**src/rtl/mem_access_unit.sv**
```systemverilog
// mem_access_unit
//   MEM-stage initiator for the data memory port. It accepts one load/store
//   request at a time. Aligned accesses go straight to memory. Misaligned and
//   word-crossing accesses are split into aligned word reads plus
//   read-modify-write word stores. Loads return lane-extracted and extended data.
//
// Ports
//   clk, rst          : clock, asynchronous active-high reset
//   req_*             : pipeline request (accepted when req_valid & req_ready)
//   req_ready         : high exactly while the FSM is IDLE
//   resp_valid/err    : one-cycle completion pulse; err for illegal size or
//                       for a misaligned request when SPLIT_EN=0
//   resp_rdata        : extended load data with resp_valid, otherwise 0
//   MEM_mem_cmd/addr/din : registered memory command, address and store data
//   DM_mem_dout       : combinational read of word {MEM_mem_addr[31:2],2'b00}

`ifndef MEM_SB
`define MEM_SB 4'h1
`endif
`ifndef MEM_SH
`define MEM_SH 4'h2
`endif
`ifndef MEM_SW
`define MEM_SW 4'h3
`endif

module mem_access_unit #(
    parameter logic SPLIT_EN = 1'b1
) (
    input  logic        clk,
    input  logic        rst,
    input  logic        req_valid,
    output logic        req_ready,
    input  logic        req_load,
    input  logic [1:0]  req_size,
    input  logic        req_unsigned,
    input  logic [31:0] req_addr,
    input  logic [31:0] req_wdata,
    output logic        resp_valid,
    output logic [31:0] resp_rdata,
    output logic        resp_err,
    output logic [3:0]  MEM_mem_cmd,
    output logic [31:0] MEM_mem_addr,
    output logic [31:0] MEM_mem_din,
    input  logic [31:0] DM_mem_dout
);

    typedef enum logic [2:0] {IDLE, ACC, RD0, RD1, WR0, WR1, ERR} state_t;

    state_t      state_q;
    logic        load_q, uns_q, cross_q;
    logic [1:0]  size_q, off_q;
    logic [31:0] wdata_q;
    logic [63:0] buf_q;
    logic [3:0]  cmd_q;
    logic [31:0] maddr_q, din_q, rdata_q;
    logic        resp_valid_q, resp_err_q;

    logic        misal_d, cross_d, illegal_d;
    logic [3:0]  store_cmd_d;
    logic [63:0] cur64_d, merged_d;
    logic [31:0] load_d;

    // Pull the addressed lane out of a little-endian two-word window.
    function automatic logic [31:0] lane(input logic [63:0] win, input logic [1:0] off);
        return 32'(win >> {off, 3'b000});
    endfunction

    // Sign- or zero-extend a right-aligned byte/half; words pass through.
    function automatic logic [31:0] extend(input logic [31:0] raw, input logic [1:0] size,
                                           input logic uns);
        logic [31:0] r;
        case (size)
            2'b00:   r = uns ? {24'h000000, raw[7:0]} : {{24{raw[7]}}, raw[7:0]};
            2'b01:   r = uns ? {16'h0000, raw[15:0]} : {{16{raw[15]}}, raw[15:0]};
            default: r = raw;
        endcase
        return r;
    endfunction

    // Overlay the store bytes onto the read-back window; other bytes keep their value.
    function automatic logic [63:0] merge_bytes(input logic [63:0] old, input logic [31:0] wdata,
                                                input logic [1:0] size, input logic [1:0] off);
        logic [63:0] mask;
        case (size)
            2'b00:   mask = 64'h0000_0000_0000_00FF;
            2'b01:   mask = 64'h0000_0000_0000_FFFF;
            default: mask = 64'h0000_0000_FFFF_FFFF;
        endcase
        return (old & ~(mask << {off, 3'b000})) |
               (({32'h0000_0000, wdata} & mask) << {off, 3'b000});
    endfunction

    // Classify the incoming request by size and byte offset.
    always_comb begin
        misal_d     = 1'b0;
        cross_d     = 1'b0;
        illegal_d   = 1'b0;
        store_cmd_d = `MEM_SW;
        case (req_size)
            2'b00: store_cmd_d = `MEM_SB;
            2'b01: begin
                store_cmd_d = `MEM_SH;
                misal_d     = req_addr[0];
                cross_d     = (req_addr[1:0] == 2'b11);
            end
            2'b10: begin
                misal_d = |req_addr[1:0];
                cross_d = |req_addr[1:0];
            end
            default: illegal_d = 1'b1;
        endcase
    end

    // Read-back window: in RD1 the high word arrives live and the low word is buffered.
    always_comb begin
        if (state_q == RD1) begin
            cur64_d = {DM_mem_dout, buf_q[31:0]};
        end else begin
            cur64_d = {32'h0000_0000, DM_mem_dout};
        end
        merged_d = merge_bytes(cur64_d, wdata_q, size_q, off_q);
        load_d   = extend(lane(cur64_d, off_q), size_q, uns_q);
    end

    // Access FSM with registered memory-side and response outputs.
    always_ff @(posedge clk or posedge rst) begin
        if (rst) begin
            state_q      <= IDLE;
            load_q       <= 1'b0;
            uns_q        <= 1'b0;
            cross_q      <= 1'b0;
            size_q       <= 2'b00;
            off_q        <= 2'b00;
            wdata_q      <= 32'h0000_0000;
            buf_q        <= 64'h0;
            cmd_q        <= 4'h0;
            maddr_q      <= 32'h0000_0000;
            din_q        <= 32'h0000_0000;
            rdata_q      <= 32'h0000_0000;
            resp_valid_q <= 1'b0;
            resp_err_q   <= 1'b0;
        end else begin
            resp_valid_q <= 1'b0;
            resp_err_q   <= 1'b0;
            rdata_q      <= 32'h0000_0000;
            case (state_q)
                IDLE: begin
                    cmd_q   <= 4'h0;
                    maddr_q <= 32'h0000_0000;
                    din_q   <= 32'h0000_0000;
                    if (req_valid) begin
                        load_q  <= req_load;
                        uns_q   <= req_unsigned;
                        size_q  <= req_size;
                        off_q   <= req_addr[1:0];
                        cross_q <= cross_d;
                        wdata_q <= req_wdata;
                        if (illegal_d || (misal_d && !SPLIT_EN)) begin
                            state_q <= ERR;
                        end else if (!misal_d) begin
                            state_q <= ACC;
                            cmd_q   <= req_load ? 4'h0 : store_cmd_d;
                            maddr_q <= req_addr;
                            din_q   <= req_load ? 32'h0000_0000 : req_wdata;
                        end else begin
                            state_q <= RD0;
                            maddr_q <= {req_addr[31:2], 2'b00};
                        end
                    end else begin
                        state_q <= IDLE;
                    end
                end
                ACC: begin
                    state_q      <= IDLE;
                    cmd_q        <= 4'h0;
                    maddr_q      <= 32'h0000_0000;
                    din_q        <= 32'h0000_0000;
                    resp_valid_q <= 1'b1;
                    rdata_q      <= load_q ? load_d : 32'h0000_0000;
                end
                RD0: begin
                    if (cross_q) begin
                        state_q     <= RD1;
                        buf_q[31:0] <= DM_mem_dout;
                        maddr_q     <= maddr_q + 32'd4;
                    end else if (load_q) begin
                        state_q      <= IDLE;
                        maddr_q      <= 32'h0000_0000;
                        resp_valid_q <= 1'b1;
                        rdata_q      <= load_d;
                    end else begin
                        state_q <= WR0;
                        buf_q   <= merged_d;
                        cmd_q   <= `MEM_SW;
                        din_q   <= merged_d[31:0];
                    end
                end
                RD1: begin
                    if (load_q) begin
                        state_q      <= IDLE;
                        maddr_q      <= 32'h0000_0000;
                        resp_valid_q <= 1'b1;
                        rdata_q      <= load_d;
                    end else begin
                        // Write back the low word first, then the (wrapped) high word.
                        state_q <= WR0;
                        buf_q   <= merged_d;
                        cmd_q   <= `MEM_SW;
                        maddr_q <= maddr_q - 32'd4;
                        din_q   <= merged_d[31:0];
                    end
                end
                WR0: begin
                    if (cross_q) begin
                        state_q <= WR1;
                        cmd_q   <= `MEM_SW;
                        maddr_q <= maddr_q + 32'd4;
                        din_q   <= buf_q[63:32];
                    end else begin
                        state_q      <= IDLE;
                        cmd_q        <= 4'h0;
                        maddr_q      <= 32'h0000_0000;
                        din_q        <= 32'h0000_0000;
                        resp_valid_q <= 1'b1;
                    end
                end
                WR1: begin
                    state_q      <= IDLE;
                    cmd_q        <= 4'h0;
                    maddr_q      <= 32'h0000_0000;
                    din_q        <= 32'h0000_0000;
                    resp_valid_q <= 1'b1;
                end
                ERR: begin
                    state_q      <= IDLE;
                    resp_valid_q <= 1'b1;
                    resp_err_q   <= 1'b1;
                end
                default: begin
                    state_q <= IDLE;
                    cmd_q   <= 4'h0;
                end
            endcase
        end
    end

    assign req_ready    = (state_q == IDLE);
    assign resp_valid   = resp_valid_q;
    assign resp_err     = resp_err_q;
    assign resp_rdata   = rdata_q;
    assign MEM_mem_cmd  = cmd_q;
    assign MEM_mem_addr = maddr_q;
    assign MEM_mem_din  = din_q;

endmodule

```
**config.mk**
```make
export PLATFORM = sky130hd
export DESIGN_NAME = mem_access_unit
export DESIGN_NICKNAME = d
export VERILOG_FILES = /design/src/rtl/mem_access_unit.sv
export SDC_FILE = /design/constraint.sdc
export NUM_CORES = 1
export LEC_CHECK = 0
export BUFFER_PORTS_ARGS = -buffer_cell sky130_fd_sc_hd__buf_4
export CAP_MARGIN = 20
export CORE_MARGIN = 5
export CORE_UTILIZATION = 26
export CTS_CLUSTER_DIAMETER = 50
export DETAILED_ROUTE_END_ITERATION = 7
export HOLD_SLACK_MARGIN = 0.05
export SLEW_MARGIN = 20
export SYNTH_ARGS = -nofsm -noshare
export SYNTH_HDL_FRONTEND = slang
export SYNTH_SLANG_ARGS = --single-unit
```
**constraint.sdc**
```tcl
create_clock -name clk -period 9.52 [get_ports clk]
set_input_delay 1.428 -clock clk [delete_from_list [all_inputs] [get_ports clk]]
set_output_delay 1.428 -clock clk [all_outputs]
set_load 0.1 [all_outputs]
```
==> results by group, run 1 <==
Synth
  • Post-synthesis simple-gate area fraction: 15.8%
  • Top_reg_cell synth: dfrtp_1
  • XOR/XNOR share of the synthesized area: 1.02%
  • Number of synthesized flops with an enable pin: 0
  • Synth Area in Adders: 0.677%
  • Largest family of logic cells by synthesized area: compound AO/OA/AOI/OAI gates
  • Mapped Cells: 1459
  • Synth Area per Inst: 8.86 sq um
  • Syn. warnings: 0
  • Synth cell types: 82
  • Post-synth ARST share: 100%
  • Seq/Total Area, Yosys: 39.9%
  • Mux share of post-synthesis cell area: 9.22%
  • Yosys top cell by area: dfrtp_1
  • Synthesized area: 12900 sq um
  • Largest cells by area after synthesis: dfrtp_1, o21ai_0, mux2i_1
  • Post-synthesis register bit count: 206
  • Compound-Gate Fraction of Synth Area: 27.6%
  • Post-synth top area share: 39.9%

Global routing
  • Largest net degree at the start of global routing: 83
  • Number of global-route vias before repair: 12100
  • Initial antenna violation count: 2
  • GRT Util Overall: 18.4%
  • Global-route wire length before repair: 78600 microns
  • Grt ovf: 0

CTS
  • Clock Path Buffers: 3
  • Hold_buf cts: 0
  • Setup Fix Bufs, Post-CTS: 0
  • Clk root buf: clkbuf_16
  • CTS tree: done
  • Clock Sink Count: 206
  • Cts bufs inserted: 31
  • H-tree depth: 1
  • Worst-path clk slew: 0.06 ns
  • Clk_lat worst skew: 0.59 ns
  • Post-CTS resize count: 0

Cells and area
  • Design Area, Final: 15900 sq um
  • Most frequent cells in the layout: buf_4, dfrtp_1, o21ai_0
  • Area Overhead vs Synth: 23.0%
  • Layout cells sized above 1: 22.7%
  • Core Util, Final: 32.4%
  • Most common cell after layout, fill and taps aside: buf_4
  • Fin nets: 1694
  • ANT cells: 0

Placed design
  • Post-place setup slack: 6.04 ns
  • DP Area: 14900 sq um
  • PortBufs: 203
  • RD Place Congestion: 0.932
  • Post-DP HPWL: 37600 microns

Drt
  • Vias: 12900
  • DR iter-0 viols: 1566
  • Detail Route Antenna Nets: 0
  • 1st-pass router iterations: 5
  • Via density: 5.67
  • WL per Instance: 23.0 microns
  • Final wirelength: 52300 microns
  • Remaining DRCs: 0

Die
  • FP Rows: 81
  • I/O pin total: 206
  • Initial Utilization: 26.4%
  • Die width: 233 microns
  • Core Footprint: 49100 sq um
  • Die H: 233 microns
  • DIE AREA: 54300 sq um

STA
  • Worst Skew: 0.0331 ns
  • Post-route setup slack: 5.78 ns
  • Fin Setup TNS: 0 ns
  • Tightest Pin Transition: 1.12 ns
  • Fin. max-slew vios: 0
  • Final min period: 3.74 ns
  • Max Freq: 0.268 GHz
  • Setup-failing EPs final: 0
  • Hold slack: 0.478 ns
  • Final Hold Fails: 0
  • Slew headroom: 24.7%
  • Fin crit share: 39.2%
  • RSZ-0062 raised after global routing: no

Worst setup path
  • Worst Setup Path Type: reg -> out
  • Setup slack, reg-to-reg: 5.96 ns
  • CP Launch Type: register
  • Data arrival time of the critical path: 2.31 ns
  • Reg2reg end: resp_rdata[17]$_DFF_PP0_
  • CP endpoint kind: output port
  • Maximum fanout along the worst path: 21
  • Worst Path Required: 8.09 ns
  • R2R depth: 6
  • Crit Reg-Reg Startpoint: off_q[0]$_DFFE_PP0P_

Power and ir drop
  • Leakage: 6.74 nW
  • Cell Pwr Density: 371 nW/um^2
  • Worst vdd ir: 186 uV

Worst hold path
  • Hold Path Class: reg -> reg
  • Min-delay src: buf_q[34]$_DFFE_PP0P_
  • Worst Hold Endpoint: buf_q[34]$_DFFE_PP0P_
  • Hold Path Cell Cnt: 2

Run
  • Max-cap violations: 0

Run status
  • Status: completed
## state kept, by name, indices dropped and copies added, names as in the netlist
name and count:
uns_q 1, load_q 1, cross_q 1, buf_q 64, state_q 3, resp_valid 1
resp_rdata 32, size_q 2, MEM_mem_din 32, off_q 2, resp_err 1, MEM_mem_cmd 2
MEM_mem_addr 32, wdata_q 32
## worst max-delay path: stages, from the launching register on
cell and delay, ns:
dfrtp_1 0.63, nor3_1 0.69, buf_4 0.41
## layer usage
layer,up-vias,global-route usage [%],routed length [microns]
li1,5734,-,-
met1,6319,26.4,22400
met2,731,28.6,23300
met3,101,3.97,5080
met4,4,4.26,1470
met5,-,0,32
## cells in the mapped netlist, types with 5 or more instances
master,count
o21a_1,5
buf_1,7
o31ai_1,15
o21ai_0,144
nand3_1,40
a22oi_1,12
o221ai_1,5
nand3b_1,11
and2_1,6
and3_1,7
clkbuf_8,8
inv_1,19
nand4_1,11
nand2_1,123
xnor2_1,6
a31oi_1,24
nor2b_1,13
mux2i_1,64
mux2_2,47
or4_1,6
o22ai_1,18
o22a_1,13
ha_1,7
a22o_1,11
a2bb2oi_1,20
a32oi_1,21
a21o_1,8
nor2_1,139
dfrtp_1,206
nor3_1,16
a21oi_1,119
clkbuf_1,89
a221o_1,17
nor4_1,14
xor2_1,9
o211ai_1,35
a221oi_1,41
buf_2,29
## cells by family after synthesis
family | after synthesis
multiplexers | 112
AND/OR/NAND/NOR | 420
other | 1
flip-flops | 206
buffers and inverters | 159
XOR/XNOR | 15
AO/OA/AOI/OAI | 539
adder cells (fa/ha/maj) | 7
## power breakdown
part	internal, mW	leakage (nW)	switching, mW
sequential	1.22	2.65	0.443
clock	0.668	0.502	0.465
combinational	0.901	3.59	2.20
total	2.79	6.74	3.11
## final cells by class
cell class / count / area (sq um)
fillers: 5168 / 33100
multi-input cells: 1095 / 7080
flip-flops and latches: 206 / 5160
repair buffers: 231 / 1730
clock buffers: 41 / 853
well taps: 664 / 831
clock inverters: 17 / 168
inverters: 19 / 78.8
## worst max path at each step
stage | slack (ns) | startpoint | cells past startpoint | endpoint
global route | 5.67 | state_q[1]$_DFF_PP0_ | 2 | req_ready
global placement | 6.09 | off_q[0]$_DFFE_PP0P_ | 6 | resp_rdata[18]$_DFF_PP0_
CTS | 5.77 | state_q[1]$_DFF_PP0_ | 2 | req_ready
detailed placement | 6.04 | off_q[0]$_DFFE_PP0P_ | 6 | resp_rdata[31]$_DFF_PP0_
floorplan | 2.47 | rst | 1 | MEM_mem_addr[0]$_DFFE_PP0P_
finish | 5.78 | state_q[1]$_DFF_PP0_ | 2 | req_ready
## stage by stage
step | cells | power (mW)
floorplan | 1460 | 3.85
global placement | 2215 | 4.69
detailed placement | 2215 | 4.73
CTS | 2273 | 5.88
global route | 2273 | 6.18
finish | 2273 | 5.90
Note: power is estimated with default switching activity, not from simulation.
==> inputs of run 2 (changes only) <==
- ABC_AREA: unset -> 1
- clock period: 9.52 -> 3.34 ns (I/O delays scaled with it)
==> results by group, run 2 <==
Run status
  • Status: completed (unchanged)

Worst setup path
  • Worst Path Buf+Inv: 1 (unchanged)
  • CP endpoint kind: register (was output port)
  • CP Cell Sequence: nand2_2 -> nor2_4 -> o21ai_0 -> nand2_1 -> nand3_1 -> nand2_1 -> nand4_1 -> nand2_1 -> inv_1 (was nor3_1 -> buf_4)
  • Slowest library cell on the worst path: dfrtp_1 (was nor3_1)
  • Crit-path max cell delay: 0.57 ns (was 0.69 ns)
  • Worst Setup Path Type: reg -> reg (was reg -> out)
  • CP dominant cell by count: nand2_1
  • Worst Path Required: 3.78 ns (was 8.09 ns)
  • Crit path max-delay family: simple AND/OR/NAND/NOR gates (unchanged)
  • Maximum fanout along the worst path: 21 (unchanged)
  • Data arrival time of the critical path: 3.12 ns (was 2.31 ns)
  • CP Launch Type: register (unchanged)

CTS
  • Post-CTS resize count: 0 (unchanged)
  • Clk_lat worst skew: 0.57 ns (was 0.59 ns)
  • Setup Fix Bufs, Post-CTS: 0 (unchanged)
  • Hold_buf cts: 0 (unchanged)
  • Worst-path clk slew: 0.06 ns (about the same)
  • Cts bufs inserted: 36 (was 31)
  • Clock Path Buffers: 3 (unchanged)
  • H-tree depth: 2 (was 1)
  • Clock Sink Count: 206 (unchanged)
  • Clk root buf: clkbuf_16 (unchanged)
  • CTS tree: done (unchanged)

Die
  • Initial Utilization: 26.2% (was 26.4%)
  • Die H: 240 microns (was 233 microns)
  • Die width: 240 microns (was 233 microns)
  • DIE AREA: 57700 sq um (was 54300 sq um)
  • FP Rows: 84 (was 81)
  • Core Footprint: 52600 sq um (was 49100 sq um)
  • I/O pin total: 206 (unchanged)

STA
  • Slew headroom: 40.8% (was 24.7%)
  • Setup-failing EPs final: 0 (unchanged)
  • Fin. max-slew vios: 0 (unchanged)
  • Tightest Pin Transition: 0.879 ns (was 1.12 ns)
  • Fin Setup TNS: 0 ns (unchanged)
  • Fin crit share: 80.0%
  • RSZ-0062 raised after global routing: no (unchanged)
  • Hold slack: 0.0752 ns (was 0.478 ns)
  • Post-route setup slack: 0.667 ns (was 5.78 ns)
  • Final min period: 2.67 ns
  • Final Hold Fails: 0 (unchanged)
  • Max Freq: 0.374 GHz
  • Worst Skew: 0.0432 ns (was 0.0331 ns)

Global routing
  • Largest net degree at the start of global routing: 67 (was 83)
  • GRT Util Overall: 21.5% (was 18.4%)
  • Initial antenna violation count: 5 (was 2)
  • Grt ovf: 0 (unchanged)
  • Global-route wire length before repair: 94100 microns (was 78600 microns)
  • Number of global-route vias before repair: 14500 (was 12100)

Synth
  • Synth cell count leaders: nand2_1, nor2_1, dfrtp_1 (was dfrtp_1, o21ai_0, nor2_1)
  • Largest cells by area after synthesis: dfrtp_1, nand2_1, o21ai_0 (was dfrtp_1, o21ai_0, mux2i_1)
  • Mux share of post-synthesis cell area: 0.0726% (was 9.22%)
  • Syn. warnings: 0 (unchanged)
  • Compound-Gate Fraction of Synth Area: 16.4% (was 27.6%)
  • Post-synthesis simple-gate area fraction: 35.6% (was 15.8%)
  • Seq/Total Area, Yosys: 37.4% (was 39.9%)
  • Yosys top cell by area: dfrtp_1 (unchanged)
  • Synth Area in Adders: 0.635% (was 0.677%)
  • Synth cell types: 43 (was 82)
  • Post-synth top area share: 37.4% (was 39.9%)
  • Largest family of logic cells by synthesized area: simple AND/OR/NAND/NOR gates (was compound AO/OA/AOI/OAI gates)
  • Post-synthesis register bit count: 206 (unchanged)
  • Top_reg_cell synth: dfrtp_1 (unchanged)
  • Synth Area per Inst: 6.46 sq um (was 8.86 sq um)
  • Mapped Cells: 2133 (was 1459)
  • Post-synth ARST share: 100% (unchanged)
  • Synthesized area: 13800 sq um (was 12900 sq um)
  • XOR/XNOR share of the synthesized area: 0.445% (was 1.02%)
  • Most common cell in the netlist: nand2_1 (was dfrtp_1)
  • Number of synthesized flops with an enable pin: 0 (unchanged)

Power and ir drop
  • Leakage: 8.69 nW (was 6.74 nW)
  • Sw Share: 55.0% (was 52.8%)
  • Cell Pwr Density: 1080 nW/um^2 (was 371 nW/um^2)
  • Share of power burned in registers: 24.1% (was 28.1%)
  • Worst vdd ir: 444 uV (was 186 uV)
  • PnR Total Power: 18.6 mW (was 5.90 mW)
  • Clock power share: 21.9% (was 19.2%)
  • Switch Pwr: 10.2 mW (was 3.11 mW)
  • Comb pwr share: 53.9% (was 52.6%)
  • P_int: 8.39 mW (was 2.79 mW)

Cells and area
  • Design Area, Final: 17300 sq um (was 15900 sq um)
  • Most common cell after layout, fill and taps aside: nand2_1 (was buf_4)
  • Fin nets: 2405 (was 1694)
  • Layout cells sized above 1: 15.9% (was 22.7%)
  • Core Util, Final: 32.9% (was 32.4%)
  • Most frequent cells in the layout: nand2_1, buf_4, nor2_1 (was buf_4, dfrtp_1, o21ai_0)
  • Reg with most FFs: buf_q (unchanged)
  • Fillers: 5729 (was 5168)
  • Area Overhead vs Synth: 25.6% (was 23.0%)
  • Largest register FFs: 64 (unchanged)
  • Area of the multi-input gates: 7350 sq um (was 7080 sq um)
  • Non-Filler Instances: 3013 (was 2273)
  • Reg area: 5150 sq um (was 5160 sq um)

Placed design
  • PortBufs: 203 (unchanged)
  • Post-place setup slack: 0.778 ns (was 6.04 ns)
  • RD Place Congestion: 0.989 (was 0.932)
  • Placed insts: 2945 (was 2215)
  • Post-DP HPWL: 48900 microns (was 37600 microns)
  • DP Area: 16000 sq um (was 14900 sq um)

Drt
  • Detail Route Antenna Nets: 0 (unchanged)
  • WL per Instance: 21.3 microns (was 23.0 microns)
  • Vias: 15500 (was 12900)
  • 1st-pass router iterations: 6 (was 5)
  • Final wirelength: 64100 microns (was 52300 microns)
  • Via density: 5.16 (was 5.67)
  • Remaining DRCs: 0 (unchanged)
  • DR iter-0 viols: 1900 (was 1566)

Run
  • Max-cap violations: 0 (unchanged)

Worst hold path
  • Hold Path Class: in -> async (was reg -> reg)
[run 2: cell count changes after synthesis, sizes merged, moves of 63 or more]
cell and change:
nand3 +137, mux2i -63, nand2 +603, inv +165, o21ai +81, nor2 +91
[run 2: cell families (layout without fill, tap and decap cells)]
kind of cell | Yosys count | in the layout
compound gates | 413 | 413
fa+ha+maj | 7 | 7
buf+inv | 314 | 503
mux | 1 | 1
flops | 206 | 206
xor+xnor | 7 | 7
simple gates | 1184 | 1184
other cells | 1 | 4
[run 2: worst reg2reg max path, delay by kind of cell (launching register included)]
family                 cells  cell delay [ns]
AO/OA/AOI/OAI              1             0.41
buffers and inverters      1             0.04
flip-flops                 1             0.57
AND/OR/NAND/NOR            7             1.54
[run 2: worst paths after layout]
kind,slack (ns),cells past startpoint,from,to
max,0.67,9,state_q[1]$_DFF_PP0_,MEM_mem_din[16]$_DFFE_PP0P_
min,0.08,2,rst,state_q[2]$_DFF_PP0_
max reg2reg,0.67,9,state_q[1]$_DFF_PP0_,MEM_mem_din[16]$_DFFE_PP0P_
min reg2reg,0.47,1,MEM_mem_cmd[0]$_DFFE_PP0P_,MEM_mem_cmd[0]$_DFFE_PP0P_
max in group asynchronous,2.36,3,rst,buf_q[16]$_DFFE_PP0N_
min in group clk,0.15,3,req_wdata[14],wdata_q[14]$_DFFE_PP0P_
[run 2: power by group through the flow]
stage          combinational, mW  sequential (mW)  clock [mW]
6_report                    10.0             4.50        4.09
5_1_grt                     10.7             4.58        4.27
4_1_cts                     9.91             4.47        4.17
3_5_place_dp                9.87             4.50           0
3_3_place_gp                9.83             4.49           0
2_1_floorplan               4.55             6.58           0
[run 2: cell type report]
type                    count  share of cell area (%)
diodes                      2                  0.0289
inverters                 190                    4.14
well taps                 688                    4.97
repair buffers            247                    11.0
flip-flops and latches    206                    29.8
multi-input cells        1614                    42.5
clock buffers              39                    5.33
clock inverters            27                    2.26
[run 2: per-layer routing]
metal	track usage [%]	part of all wire, %	vias to the layer above
li1	-	-	7209
met1	31.7	44	7447
met2	31.5	43	776
met3	5.07	10	106
met4	5.79	2.7	4
met5	0	0.039	-
